<file path="src/rtl/ctrl_pkg.sv">
// -----------------------------------------------------------------------------
// ctrl_pkg
// Shared definitions for the hardwired control unit of the single-bus datapath:
//   - instruction opcodes and IR field bit positions
//   - 4-bit state encoding and the matching state enum
//   - bit indices of the one-hot alu_op select
//   - opcode class enum produced by ctrl_decode
//   - packed struct of the single-bit control strobes
// -----------------------------------------------------------------------------
package ctrl_pkg;

  // Opcodes (IR[31:27])
  localparam logic [4:0] OP_ADD  = 5'b00011;
  localparam logic [4:0] OP_SUB  = 5'b00100;
  localparam logic [4:0] OP_AND  = 5'b00101;
  localparam logic [4:0] OP_OR   = 5'b00110;
  localparam logic [4:0] OP_ROR  = 5'b00111;
  localparam logic [4:0] OP_ROL  = 5'b01000;
  localparam logic [4:0] OP_SHR  = 5'b01001;
  localparam logic [4:0] OP_SHRA = 5'b01010;
  localparam logic [4:0] OP_SHL  = 5'b01011;
  localparam logic [4:0] OP_DIV  = 5'b01111;
  localparam logic [4:0] OP_MUL  = 5'b10000;
  localparam logic [4:0] OP_NEG  = 5'b10001;
  localparam logic [4:0] OP_NOT  = 5'b10010;
  localparam logic [4:0] OP_NOP  = 5'b11010;
  localparam logic [4:0] OP_HALT = 5'b11011;

  // IR field positions
  localparam int IR_OP_MSB = 31;
  localparam int IR_OP_LSB = 27;
  localparam int IR_RA_MSB = 26;
  localparam int IR_RA_LSB = 23;
  localparam int IR_RB_MSB = 22;
  localparam int IR_RB_LSB = 19;
  localparam int IR_RC_MSB = 18;
  localparam int IR_RC_LSB = 15;

  // State encoding
  localparam logic [3:0] ST_IDLE = 4'd0;
  localparam logic [3:0] ST_T0   = 4'd1;
  localparam logic [3:0] ST_T1   = 4'd2;
  localparam logic [3:0] ST_T2   = 4'd3;
  localparam logic [3:0] ST_T3   = 4'd4;
  localparam logic [3:0] ST_T4   = 4'd5;
  localparam logic [3:0] ST_T5   = 4'd6;
  localparam logic [3:0] ST_T6   = 4'd7;
  localparam logic [3:0] ST_HALT = 4'd8;

  typedef enum logic [3:0] {
    S_IDLE = ST_IDLE,
    S_T0   = ST_T0,
    S_T1   = ST_T1,
    S_T2   = ST_T2,
    S_T3   = ST_T3,
    S_T4   = ST_T4,
    S_T5   = ST_T5,
    S_T6   = ST_T6,
    S_HALT = ST_HALT
  } state_e;

  // alu_op one-hot bit indices
  localparam int ALU_W    = 13;
  localparam int ALU_AND  = 0;
  localparam int ALU_OR   = 1;
  localparam int ALU_ADD  = 2;
  localparam int ALU_SUB  = 3;
  localparam int ALU_MUL  = 4;
  localparam int ALU_DIV  = 5;
  localparam int ALU_SHR  = 6;
  localparam int ALU_SHRA = 7;
  localparam int ALU_SHL  = 8;
  localparam int ALU_ROR  = 9;
  localparam int ALU_ROL  = 10;
  localparam int ALU_NEG  = 11;
  localparam int ALU_NOT  = 12;

  typedef enum logic [2:0] {
    CLS_ALU3,
    CLS_MULDIV,
    CLS_UNARY,
    CLS_NOP,
    CLS_HALT,
    CLS_ILLEGAL
  } op_class_e;

  // Single-bit bus drives and register loads
  typedef struct packed {
    logic pc_out;
    logic mdr_out;
    logic zhigh_out;
    logic zlow_out;
    logic pc_in;
    logic ir_in;
    logic mar_in;
    logic mdr_in;
    logic y_in;
    logic z_in;
    logic hi_in;
    logic lo_in;
    logic read;
    logic inc_pc;
  } strobes_t;

endpackage

</file>
<file path="src/rtl/control_unit_if.sv">
// -----------------------------------------------------------------------------
// control_unit_if
// Bundle between the control unit and the datapath/memory side.
//   master (control_unit): takes run, mem_wait, IR; drives every strobe,
//                          alu_op, halted and ill.
//   slave  (datapath)    : the mirror image.
// -----------------------------------------------------------------------------
interface control_unit_if;

  logic                        run;
  logic                        mem_wait;
  logic [31:0]                 IR;

  logic [15:0]                 reg_out;
  logic [15:0]                 reg_in;
  logic                        PCout;
  logic                        MDRout;
  logic                        Zhighout;
  logic                        Zlowout;
  logic                        PCin;
  logic                        IRin;
  logic                        MARin;
  logic                        MDRin;
  logic                        Yin;
  logic                        Zin;
  logic                        HIin;
  logic                        LOin;
  logic                        Read;
  logic                        IncPC;
  logic [ctrl_pkg::ALU_W-1:0]  alu_op;
  logic                        halted;
  logic                        ill;

  modport master (
    input  run, mem_wait, IR,
    output reg_out, reg_in, PCout, MDRout, Zhighout, Zlowout,
           PCin, IRin, MARin, MDRin, Yin, Zin, HIin, LOin,
           Read, IncPC, alu_op, halted, ill
  );

  modport slave (
    output run, mem_wait, IR,
    input  reg_out, reg_in, PCout, MDRout, Zhighout, Zlowout,
           PCin, IRin, MARin, MDRin, Yin, Zin, HIin, LOin,
           Read, IncPC, alu_op, halted, ill
  );

endinterface

</file>
<file path="src/rtl/ctrl_decode.sv">
// -----------------------------------------------------------------------------
// ctrl_decode
// Combinational opcode decoder.
//   op       in  5 : IR opcode field
//   op_class out   : alu3 / muldiv / unary / nop / halt / illegal
//   alu_sel  out 13: one-hot ALU select for the opcode (0 when not an ALU op)
//   ill      out 1 : opcode is illegal in this build
// Build option: CTRL_MULDIV_EN -- when undefined, mul/div decode as illegal.
// -----------------------------------------------------------------------------
module ctrl_decode
  import ctrl_pkg::*;
(
  input  logic [4:0]       op,
  output op_class_e        op_class,
  output logic [ALU_W-1:0] alu_sel,
  output logic             ill
);

  always_comb begin
    // NOTE: every output gets a value before the case so no path leaves it
    // unassigned; otherwise synthesis infers a latch.
    op_class = CLS_ILLEGAL;
    alu_sel  = '0;
    case (op)
      OP_ADD:  begin op_class = CLS_ALU3;  alu_sel[ALU_ADD]  = 1'b1; end
      OP_SUB:  begin op_class = CLS_ALU3;  alu_sel[ALU_SUB]  = 1'b1; end
      OP_AND:  begin op_class = CLS_ALU3;  alu_sel[ALU_AND]  = 1'b1; end
      OP_OR:   begin op_class = CLS_ALU3;  alu_sel[ALU_OR]   = 1'b1; end
      OP_ROR:  begin op_class = CLS_ALU3;  alu_sel[ALU_ROR]  = 1'b1; end
      OP_ROL:  begin op_class = CLS_ALU3;  alu_sel[ALU_ROL]  = 1'b1; end
      OP_SHR:  begin op_class = CLS_ALU3;  alu_sel[ALU_SHR]  = 1'b1; end
      OP_SHRA: begin op_class = CLS_ALU3;  alu_sel[ALU_SHRA] = 1'b1; end
      OP_SHL:  begin op_class = CLS_ALU3;  alu_sel[ALU_SHL]  = 1'b1; end
`ifdef CTRL_MULDIV_EN
      OP_MUL:  begin op_class = CLS_MULDIV; alu_sel[ALU_MUL] = 1'b1; end
      OP_DIV:  begin op_class = CLS_MULDIV; alu_sel[ALU_DIV] = 1'b1; end
`endif
      OP_NEG:  begin op_class = CLS_UNARY; alu_sel[ALU_NEG]  = 1'b1; end
      OP_NOT:  begin op_class = CLS_UNARY; alu_sel[ALU_NOT]  = 1'b1; end
      OP_NOP:  op_class = CLS_NOP;
      OP_HALT: op_class = CLS_HALT;
      default: ;
    endcase
    ill = (op_class == CLS_ILLEGAL);
  end

endmodule

</file>
<file path="src/rtl/control_unit.sv">
// -----------------------------------------------------------------------------
// control_unit
// Hardwired Moore sequencer for the single-bus datapath. Fetches (T0-T2),
// decodes IR and walks the T-states for each instruction class.
//   clk   in : single clock, rising edge
//   reset in : synchronous, active-high; returns to IDLE
//   bus      : control_unit_if.master -- run, mem_wait, IR in; register
//              drives/loads, PC/MDR/Z/HI/LO strobes, Read, IncPC, alu_op,
//              halted and ill out
// Outputs are a combinational decode of the registered state plus IR, so
// they hold for the whole state cycle.
// Build option: CTRL_MULDIV_EN -- enables the mul/div T3..T6 sequence; when
// undefined T6 is unreachable and HIin/LOin/Zhighout stay 0.
// -----------------------------------------------------------------------------
module control_unit
  import ctrl_pkg::*;
(
  input  logic          clk,
  input  logic          reset,
  control_unit_if.master bus
);

  state_e           state_q, state_d;

  logic [4:0]       op;
  logic [3:0]       ra, rb, rc;
  op_class_e        op_class;
  logic [ALU_W-1:0] alu_sel;
  logic             dec_ill;

  strobes_t         st;
  logic             out_en, in_en, alu_en;
  logic [3:0]       out_idx;

  // Low IR bits carry immediates/unused fields for this sequencer.
  logic             unused_ir_bits;
  assign unused_ir_bits = ^bus.IR[IR_RC_LSB-1:0];

  assign op = bus.IR[IR_OP_MSB:IR_OP_LSB];
  assign ra = bus.IR[IR_RA_MSB:IR_RA_LSB];
  assign rb = bus.IR[IR_RB_MSB:IR_RB_LSB];
  assign rc = bus.IR[IR_RC_MSB:IR_RC_LSB];

  ctrl_decode u_decode (
    .op       (op),
    .op_class (op_class),
    .alu_sel  (alu_sel),
    .ill      (dec_ill)
  );

  // ---------------------------------------------------------------------------
  // Next-state logic
  // ---------------------------------------------------------------------------
  always_comb begin
    state_d = state_q;
    case (state_q)
      S_IDLE: if (bus.run) state_d = S_T0;
      S_T0:   state_d = S_T1;
      S_T1:   if (!bus.mem_wait) state_d = S_T2;
      S_T2:   state_d = S_T3;
      S_T3: begin
        case (op_class)
          CLS_HALT:             state_d = S_HALT;
          CLS_NOP, CLS_ILLEGAL: state_d = S_T0;
          default:              state_d = S_T4;
        endcase
      end
      S_T4:   state_d = (op_class == CLS_UNARY) ? S_T0 : S_T5;
`ifdef CTRL_MULDIV_EN
      S_T5:   state_d = (op_class == CLS_MULDIV) ? S_T6 : S_T0;
      S_T6:   state_d = S_T0;
`else
      S_T5:   state_d = S_T0;
`endif
      S_HALT: state_d = S_HALT;   // only reset leaves HALT
      default: state_d = S_IDLE;
    endcase
  end

  // NOTE: sequential state uses non-blocking assignments so every flop
  // samples its input from before the edge.
  always_ff @(posedge clk) begin
    if (reset) state_q <= S_IDLE;
    else       state_q <= state_d;
  end

  // ---------------------------------------------------------------------------
  // Output decode. A single register-bus source index and a single
  // destination (always ra) feed shared 4-to-16 decoders, which keeps
  // reg_out and reg_in one-hot or zero by construction.
  // ---------------------------------------------------------------------------
  always_comb begin
    st      = '0;
    out_en  = 1'b0;
    out_idx = rb;
    in_en   = 1'b0;
    alu_en  = 1'b0;
    case (state_q)
      S_T0: begin
        st.pc_out = 1'b1;
        st.mar_in = 1'b1;
        st.inc_pc = 1'b1;
        st.pc_in  = 1'b1;
      end
      S_T1: begin
        st.read   = 1'b1;
        st.mdr_in = 1'b1;
      end
      S_T2: begin
        st.mdr_out = 1'b1;
        st.ir_in   = 1'b1;
      end
      S_T3: begin
        case (op_class)
          CLS_ALU3:   begin out_en = 1'b1; out_idx = rb; st.y_in = 1'b1; end
          CLS_MULDIV: begin out_en = 1'b1; out_idx = ra; st.y_in = 1'b1; end
          CLS_UNARY: begin
            out_en  = 1'b1;
            out_idx = rb;
            alu_en  = 1'b1;
            st.z_in = 1'b1;
          end
          default: ;
        endcase
      end
      S_T4: begin
        case (op_class)
          CLS_ALU3: begin
            out_en  = 1'b1;
            out_idx = rc;
            alu_en  = 1'b1;
            st.z_in = 1'b1;
          end
          CLS_MULDIV: begin
            out_en  = 1'b1;
            out_idx = rb;
            alu_en  = 1'b1;
            st.z_in = 1'b1;
          end
          CLS_UNARY: begin st.zlow_out = 1'b1; in_en = 1'b1; end
          default: ;
        endcase
      end
      S_T5: begin
        case (op_class)
          CLS_ALU3: begin st.zlow_out = 1'b1; in_en = 1'b1; end
`ifdef CTRL_MULDIV_EN
          CLS_MULDIV: begin st.zlow_out = 1'b1; st.lo_in = 1'b1; end
`endif
          default: ;
        endcase
      end
`ifdef CTRL_MULDIV_EN
      S_T6: begin
        st.zhigh_out = 1'b1;
        st.hi_in     = 1'b1;
      end
`endif
      default: ;
    endcase
  end

  assign bus.reg_out  = out_en ? (16'd1 << out_idx) : 16'd0;
  assign bus.reg_in   = in_en  ? (16'd1 << ra)      : 16'd0;
  assign bus.alu_op   = alu_en ? alu_sel : '0;

  assign bus.PCout    = st.pc_out;
  assign bus.MDRout   = st.mdr_out;
  assign bus.Zhighout = st.zhigh_out;
  assign bus.Zlowout  = st.zlow_out;
  assign bus.PCin     = st.pc_in;
  assign bus.IRin     = st.ir_in;
  assign bus.MARin    = st.mar_in;
  assign bus.MDRin    = st.mdr_in;
  assign bus.Yin      = st.y_in;
  assign bus.Zin      = st.z_in;
  assign bus.HIin     = st.hi_in;
  assign bus.LOin     = st.lo_in;
  assign bus.Read     = st.read;
  assign bus.IncPC    = st.inc_pc;

  assign bus.halted   = (state_q == S_HALT);
  assign bus.ill      = dec_ill && (state_q == S_T3);

endmodule

</file>
<file path="src/flat_wrapper.sv">
// flat-port wrapper written by rule: the top's interface ports become plain ports
module control_unit_flat import ctrl_pkg::*;
  (clk, reset, bus_run, bus_mem_wait, bus_IR, bus_reg_out, bus_reg_in, bus_PCout, bus_MDRout, bus_Zhighout, bus_Zlowout, bus_PCin, bus_IRin, bus_MARin, bus_MDRin, bus_Yin, bus_Zin, bus_HIin, bus_LOin, bus_Read, bus_IncPC, bus_alu_op, bus_halted, bus_ill);
  control_unit_if bus_i ();
  input  logic clk;
  input  logic reset;
  input wire logic [$bits(bus_i.run)-1:0] bus_run;
  input wire logic [$bits(bus_i.mem_wait)-1:0] bus_mem_wait;
  input wire logic [$bits(bus_i.IR)-1:0] bus_IR;
  output wire logic [$bits(bus_i.reg_out)-1:0] bus_reg_out;
  output wire logic [$bits(bus_i.reg_in)-1:0] bus_reg_in;
  output wire logic [$bits(bus_i.PCout)-1:0] bus_PCout;
  output wire logic [$bits(bus_i.MDRout)-1:0] bus_MDRout;
  output wire logic [$bits(bus_i.Zhighout)-1:0] bus_Zhighout;
  output wire logic [$bits(bus_i.Zlowout)-1:0] bus_Zlowout;
  output wire logic [$bits(bus_i.PCin)-1:0] bus_PCin;
  output wire logic [$bits(bus_i.IRin)-1:0] bus_IRin;
  output wire logic [$bits(bus_i.MARin)-1:0] bus_MARin;
  output wire logic [$bits(bus_i.MDRin)-1:0] bus_MDRin;
  output wire logic [$bits(bus_i.Yin)-1:0] bus_Yin;
  output wire logic [$bits(bus_i.Zin)-1:0] bus_Zin;
  output wire logic [$bits(bus_i.HIin)-1:0] bus_HIin;
  output wire logic [$bits(bus_i.LOin)-1:0] bus_LOin;
  output wire logic [$bits(bus_i.Read)-1:0] bus_Read;
  output wire logic [$bits(bus_i.IncPC)-1:0] bus_IncPC;
  output wire logic [$bits(bus_i.alu_op)-1:0] bus_alu_op;
  output wire logic [$bits(bus_i.halted)-1:0] bus_halted;
  output wire logic [$bits(bus_i.ill)-1:0] bus_ill;
  assign bus_i.run = bus_run;
  assign bus_i.mem_wait = bus_mem_wait;
  assign bus_i.IR = bus_IR;
  assign bus_reg_out = bus_i.reg_out;
  assign bus_reg_in = bus_i.reg_in;
  assign bus_PCout = bus_i.PCout;
  assign bus_MDRout = bus_i.MDRout;
  assign bus_Zhighout = bus_i.Zhighout;
  assign bus_Zlowout = bus_i.Zlowout;
  assign bus_PCin = bus_i.PCin;
  assign bus_IRin = bus_i.IRin;
  assign bus_MARin = bus_i.MARin;
  assign bus_MDRin = bus_i.MDRin;
  assign bus_Yin = bus_i.Yin;
  assign bus_Zin = bus_i.Zin;
  assign bus_HIin = bus_i.HIin;
  assign bus_LOin = bus_i.LOin;
  assign bus_Read = bus_i.Read;
  assign bus_IncPC = bus_i.IncPC;
  assign bus_alu_op = bus_i.alu_op;
  assign bus_halted = bus_i.halted;
  assign bus_ill = bus_i.ill;
  control_unit u_core (.clk(clk), .reset(reset), .bus(bus_i));
endmodule
</file>
<file path="config.mk">
export PLATFORM = sky130hd
export DESIGN_NAME = control_unit_flat
export DESIGN_NICKNAME = d
export VERILOG_FILES = /design/src/rtl/ctrl_pkg.sv /design/src/rtl/control_unit_if.sv /design/src/rtl/ctrl_decode.sv /design/src/rtl/control_unit.sv /design/src/flat_wrapper.sv
export SDC_FILE = /design/constraint.sdc
export NUM_CORES = 1
export LEC_CHECK = 0
export ABC_AREA = 1
export CORE_MARGIN = 2
export CORE_UTILIZATION = 32
export CTS_BUF_LIST = sky130_fd_sc_hd__clkbuf_16
export DETAILED_ROUTE_END_ITERATION = 10
export PLACE_DENSITY = 0.92
export SKIP_CTS_REPAIR_TIMING = 1
export SLEW_MARGIN = 20
export SYNTH_ARGS = -nofsm -noshare
export SYNTH_HDL_FRONTEND = slang
export SYNTH_SLANG_ARGS = --single-unit
</file>
<file path="constraint.sdc">
create_clock -name clk -period 6.6 [get_ports clk]
set_input_delay 1.65 -clock clk [delete_from_list [all_inputs] [get_ports clk]]
set_output_delay 1.65 -clock clk [all_outputs]
set_load 0.02 [all_outputs]
</file>
# Word-level counts from Yosys, hierarchy flattened
# Cells that the tools add are included.
op_classes:
  shift: 2
  n_eq_ne: 27
  n_reduce_logical: 9
  mux: 34
op_table:
  columns: ["op", "n"]
  rows:
  - ["two-way mux 16 bit", 2]
  - ["case mux 4 bit (8 select lines)", 1]
  - ["<< shifter 1 x 4 -> 16 bit, first input constant", 2]
  - ["equality test 5 x 3 -> 1 bit, second input constant", 4]
  - ["equality test 5 x 4 -> 1 bit, second input constant", 4]
  - ["equality test 5 bit, second input constant", 4]
  - ["two-way mux 1 bit", 19]
  - ["two-way mux 4 bit", 4]
  - ["case mux 4 bit (2 select lines)", 2]
  - ["two-way mux 13 bit", 1]
  - ["equality test 4 x 3 -> 1 bit, second input constant", 3]
  - ["case mux 3 bit (4 select lines)", 1]
  - ["OR reduction 9 bit", 1]
  - ["equality test 4 x 2 -> 1 bit, second input constant", 2]
  - ["equality test 3 x 2 -> 1 bit, second input constant", 2]
  - ["equality test 3 bit, second input constant", 2]
  - ["case mux 1 bit (2 select lines)", 3]
  - ["OR reduction 2 bit", 3]
  - ["equality test 5 x 2 -> 1 bit, second input constant", 1]
  - ["equality test 4 x 1 -> 1 bit, second input constant", 1]
  - ["equality test 4 bit, second input constant", 1]
  - ["logical NOT 4 bit", 1]
  - ["!= test 2 bit, second input constant", 2]
  - ["equality test 3 x 1 -> 1 bit, second input constant", 1]
  - ["5 further kinds", 5]
totals:
  register_bits: 4
  elab_cells: 73
  out_inout_bits: 61

# Longest topological paths before layout
depth:
  ltp_word: 8
  mapped_depth: 13
  depth_no_buf: 13

# By module
# Synthesis repeated with hierarchy kept, for this count alone.
hier_totals:
  cells_unflattened: 247
  hier_area_um2: 1291.2
modules_own_cells:
  columns: ["module", "area_per_inst_um2", "cells_per_inst", "instances"]
  rows:
  - ["control_unit", 1037.2, 197, 1]
  - ["ctrl_decode", 254.0, 50, 1]

# Worst setup path after synthesis
# OpenSTA, ideal clock, no wires.
synth_path:
  kind: "input to output"
  startpoint: "input bus_IR[30]"
  endpoint: "output bus_reg_in[7]"
  setup_slack_ps: 1769
  stages: 8
  arrival_time_ps: 3181
  cell_sequence: "nor2_1 nand2_1 nor2_2 inv_1 nand2_1 inv_1 o22ai_2 nor3b_1"
synth_between:
  elab_chain_cells: 7
  elab_cells_between_ends: 22
  cone_classes: "eq/ne (14); mux (5); reduce/logical (3)"
synth_rtl:
  columns: ["element", "line_no", "source"]
  rows:
  - ["start, declared", "flat_wrapper.sv:9", "input wire logic [$bits(bus_i.IR)-1:0] bus_IR;"]
  - ["equality test 5 x 4 -> 1 bit (tied with other cells)", "ctrl_decode.sv:24", "case (op)"]
  - ["OR reduction 9 bit (no source line) or OR reduction 2 bit (tied branches)", null, null]
  - ["case mux 3 bit (4 select lines) (*)", "ctrl_decode.sv:24", null]
  - ["equality test 3 x 2 -> 1 bit or logical NOT 3 bit (tied branches)", null, null]
  - ["two-way mux 1 bit, on equally long branches", null, null]
  - ["case mux 1 bit (2 select lines) (*)", null, null]
  - ["via bus_Zlowout", "flat_wrapper.sv:15", "output wire logic [$bits(bus_i.Zlowout)-1:0] bus_Zlowout;"]
  - ["two-way mux 16 bit (*)", "control_unit.sv:164", "assign bus.reg_in = in_en ? (16'd1 << ra) : 16'd0;"]
  - ["end, declared", "flat_wrapper.sv:11", "output wire logic [$bits(bus_i.reg_in)-1:0] bus_reg_in;"]
# Mark *: on every way through the listed nets, which the timed path passes. The rest lies on a longest branch.

# Worst setup path in the final report
layout_path:
  startpoint: "input bus_IR[28]"
  endpoint: "output bus_reg_out[14]"
layout_between:
  elab_chain_cells: 8
  elab_cells_between_ends: 29
  cone_classes: "eq/ne (15); shift (1); mux (8); reduce/logical (5)"
layout_rtl:
  columns: ["element", "line_no", "source"]
  rows:
  - ["equality test 5 x 4 -> 1 bit (tied with other cells)", "ctrl_decode.sv:24", null]
  - ["OR reduction 9 bit (no source line) or OR reduction 2 bit (tied branches)", null, null]
  - ["case mux 3 bit (4 select lines) (*)", "ctrl_decode.sv:24", null]
  - ["equality test 3 x 1 -> 1 bit (tied with other cells)", "control_unit.sv:114, control_unit.sv:127", null]
  - ["OR reduction 3 bit (no source line) (tied with other cells)", null, null]
  - ["two-way mux 1 bit (tied with other cells)", "control_unit.sv:114", "case (op_class)"]
  - ["case mux 1 bit (2 select lines) or << shifter 1 x 4 -> 16 bit (tied branches)", "control_unit.sv:98, control_unit.sv:163", null]
  - ["two-way mux 16 bit (*)", "control_unit.sv:163", "assign bus.reg_out = out_en ? (16'd1 << out_idx) : 16'd0;"]
  - ["end, declared", "flat_wrapper.sv:10", "output wire logic [$bits(bus_i.reg_out)-1:0] bus_reg_out;"]
# Every way passes the cells marked *; elsewhere a longest branch is shown, timed or not.

==> out/metrics.csv <==
stage,metric,value,unit
critical_path,largest fanout of any net on the critical path,7,
placement,estimated wirelength of the detail-placed design,2731,um
floorplan,Core Area,2978,um^2
critical_path,Worst R2R Path Depth,8,
critical_path,reg-to-reg endpoint,u_core.state_q[0],
critical_path,start point of the critical path,bus_IR[28],
drt,drt pass-1 iters,4,
min_path,Cells on Worst Hold Path,2,
cts,post-CTS clock slew at the launch and capture registers of the worst setup and hold paths,0.03,ns
layout,count of inserted antenna diode cells,0,
critical_path,"reg-to-reg slack, setup",5.17,ns
sta,final setup vio count,0,
global_routing,Overflow after GRT,0,
layout,total area of sequential cells,80.08,um^2
global_routing,first-pass GRT wire length,4878,um
critical_path,critical path endpoint category,primary output,
floorplan,die width,59.19,um
global_routing,overall routing resource usage,17.53,%
sta,final cycle utilization of the critical path,86.93,%
drt,average wire length per cell after detail routing,10.66,um
layout,"flip-flop count of the largest register, all copies and words added",4,
logic_synthesis,number of warnings printed during yosys synthesis,0,
drt,number of DRC violations after detailed-routing iteration 0,51,
drt,"antenna viol nets, final",0,
floorplan,number of rows in the core area,20,
logic_synthesis,register bit count reported by yosys,4,
power_and_ir_drop,total power per unit cell area,162.6,nW/um^2
layout,post-layout instance count excluding filler cells,298,
layout,area of combinational cells with multiple inputs,721.9,um^2
global_routing,antenna violations before repair,0,
sta,max-slew violation total from the final report,0,
cts,number of buffers on the longest clock path,2,
min_path,Min-Delay Path Class,flip-flop to flip-flop,
layout,"Net count, final",303,
layout,"commonest non-fill, non-tap cells in the layout","sky130_fd_sc_hd__clkdlybuf4s50_1, sky130_fd_sc_hd__nor2_1, sky130_fd_sc_hd__nand2_1",
critical_path,startpoint types,input pin,
sta,post-route clock skew,0.0003914,ns
cts,clock root buffer,sky130_fd_sc_hd__clkbuf_16,
critical_path,cell with the biggest individual delay on the critical path,sky130_fd_sc_hd__clkdlybuf4s50_1,
floorplan,I/O pin total,97,
layout,register with the most flip-flops,u_core.state_q,
global_routing,vias in the first global route,1165,
global_routing,maximum number of pins on one net before global-route repair,9,
sta,worst-case headroom to the max-slew limit,63.17,%
sta,Setup TNS,0,ns
critical_path,cell type with the highest occurrence count on the critical path,sky130_fd_sc_hd__nand3_1,
layout,core utilization of the finished layout,60.17,%
sta,final-report hold violation count,0,
cts,total number of clock tree sinks,4,
layout,most common library cell in the layout ignoring fill and taps,sky130_fd_sc_hd__clkdlybuf4s50_1,
placement,PortBufs,76,
critical_path,data required time at the worst endpoint,4.95,ns
layout,share of post-route cells with drive strength above 1,7.547,%
power_and_ir_drop,Leakage Power,0.7100,nW
critical_path,slowest cell delay on critical path,0.62,ns
layout,Layout Cell Area excl Fill,1792,um^2
placement,placer congestion estimate,0.8170,
drt,vias per std cell,4.768,
sta,transition time at the pin with the least slew margin,0.5483,ns
critical_path,critical path arrival,4.09,ns
status,result of the run,"finished, final reports clean",
sta,Worst Hold Margin,0.5291,ns
drt,remaining design rule violation count,0,
logic_synthesis,share of synthesized area occupied by flip-flops and latches,8.216,%
cts,number of buffers created by CTS,3,
floorplan,vertical die dimension,59.19,um
placement,placed cell area,1717,um^2
placement,placed cell count,295,
cts,clock latency on the worst-skew pair,0.22,ns
sta,post-layout minimum cycle time,5.738,ns
floorplan,initial core utilization,32.73,%
critical_path,crit path to,bus_reg_out[14],
layout,Layout fillers,270,
drt,via count,1421,
power_and_ir_drop,maximum vdd drop,0.1615,mV
logic_synthesis,mean instance size in the synthesized netlist,5.076,um^2
logic_synthesis,number of unique standard cell types used by synthesis,24,
logic_synthesis,cell count after synthesis,192,
layout,layout overhead on the synthesized area,83.83,%
flow_run,maximum capacitance violations,0,
sta,highest clock rate,174.3,MHz
cts,TritonCTS clock tree,built,
critical_path,launch point of the worst reg-to-reg path,u_core.state_q[2],
cts,depth of the CTS H-tree,1,
sta,setup repair after global routing missed its margin,no,
critical_path,"Worst Path Class, Setup",input pin to primary output,
drt,routed wire length,3176,um
layout,largest registers ranked by flip-flop count,u_core.state_q: 4 flops,
critical_path,list of cells traversed by the critical path,"clkdlybuf4s50_1, nand3_1, nor2_2, nor2_1, nand2_2, nand3_4, nand2_1, nand3_1, a21boi_2, nand3_1, nor2_1, clkdlybuf4s50_1",
floorplan,die outline area,3503,um^2
logic_synthesis,mapped cell area,974.7,um^2
==> layer usage <==
layer  global-route usage [%]  vias to the layer above  wire length, um
li1                         -                      740                -
met1                    21.48                      630             1273
met2                    30.77                       45             1703
met3                    1.747                        6              145
met4                    7.468                        0               53
met5                        0                        -                0
==> how the worst min path moves through the flow <==
| stage | from | endpoint | slack (ns) |
|---|---|---|---|
| after detailed placement | u_core.state_q[3] | u_core.state_q[3] | 0.53 |
| after global routing | u_core.state_q[3] | u_core.state_q[3] | 0.55 |
| after floorplan | u_core.state_q[3] | u_core.state_q[3] | 0.49 |
| final | u_core.state_q[3] | u_core.state_q[3] | 0.53 |
| after global placement | u_core.state_q[3] | u_core.state_q[3] | 0.53 |
| after CTS | u_core.state_q[3] | u_core.state_q[3] | 0.53 |
==> power breakdown <==
| part | switching, mW | leakage, nW | internal, mW |
|---|---|---|---|
| logic | 0.0936 | 0.640 | 0.0656 |
| registers | 0.00825 | 0.0327 | 0.0306 |
| clock network | 0.0160 | 0.0370 | 0.0773 |
==> cell usage after synthesis <==
master	n	share of area, %
sky130_fd_sc_hd__o21ai_1	1	0.51
sky130_fd_sc_hd__nand3_1	20	10
sky130_fd_sc_hd__o211ai_2	1	1.3
sky130_fd_sc_hd__or2_0	1	0.64
sky130_fd_sc_hd__nand4_1	6	3.9
sky130_fd_sc_hd__o22ai_2	1	1.3
sky130_fd_sc_hd__a21boi_2	1	1.2
sky130_fd_sc_hd__inv_2	3	1.2
sky130_fd_sc_hd__inv_1	27	10
sky130_fd_sc_hd__o21ai_0	1	0.51
sky130_fd_sc_hd__nand2_1	34	13
sky130_fd_sc_hd__nand3_4	2	3.6
sky130_fd_sc_hd__conb_1	1	0.38
sky130_fd_sc_hd__a21oi_1	6	3.1
sky130_fd_sc_hd__nand2_2	6	3.9
sky130_fd_sc_hd__nor3b_1	1	0.77
sky130_fd_sc_hd__dfxtp_1	4	8.2
sky130_fd_sc_hd__a211oi_1	2	1.5
sky130_fd_sc_hd__nor2_4	1	1.2
sky130_fd_sc_hd__nor4_1	1	0.64
sky130_fd_sc_hd__buf_4	10	7.7
sky130_fd_sc_hd__nor2_2	2	1.3
sky130_fd_sc_hd__nor2_1	56	22
sky130_fd_sc_hd__nor3_1	4	2.1
==> worst max-delay path, delay by kind of cell <==
kind | cells | cell delay (ns)
simple gates | 9 | 1.03
buf+inv | 2 | 1.18
compound gates | 1 | 0.22
==> logic make-up after synthesis <==
group	count (synthesis)	share of synthesized area, %
AND/OR/NAND/NOR	134	62.77
buffers and inverters	40	19.26
AO/OA/AOI/OAI	13	9.369
flip-flops	4	8.216
other	1	0.3847
==> layout make-up <==
cell class / instances / share of cell area (%)
clock buffers: 3 / 4.190
inverters: 30 / 6.285
multi-input cells: 152 / 40.29
flip-flops and latches: 4 / 4.469
well taps: 33 / 2.304
repair buffers: 76 / 42.46
==> stage by stage <==
step                setup slack, ns  power, mW
floorplan                     1.769     0.1488
CTS                          0.8925     0.2928
detailed placement           0.8968     0.1977
finish                       0.8624     0.2914
global placement             0.9122     0.1952
global route                 0.6475     0.3100
(Power assumes the default switching activity.)
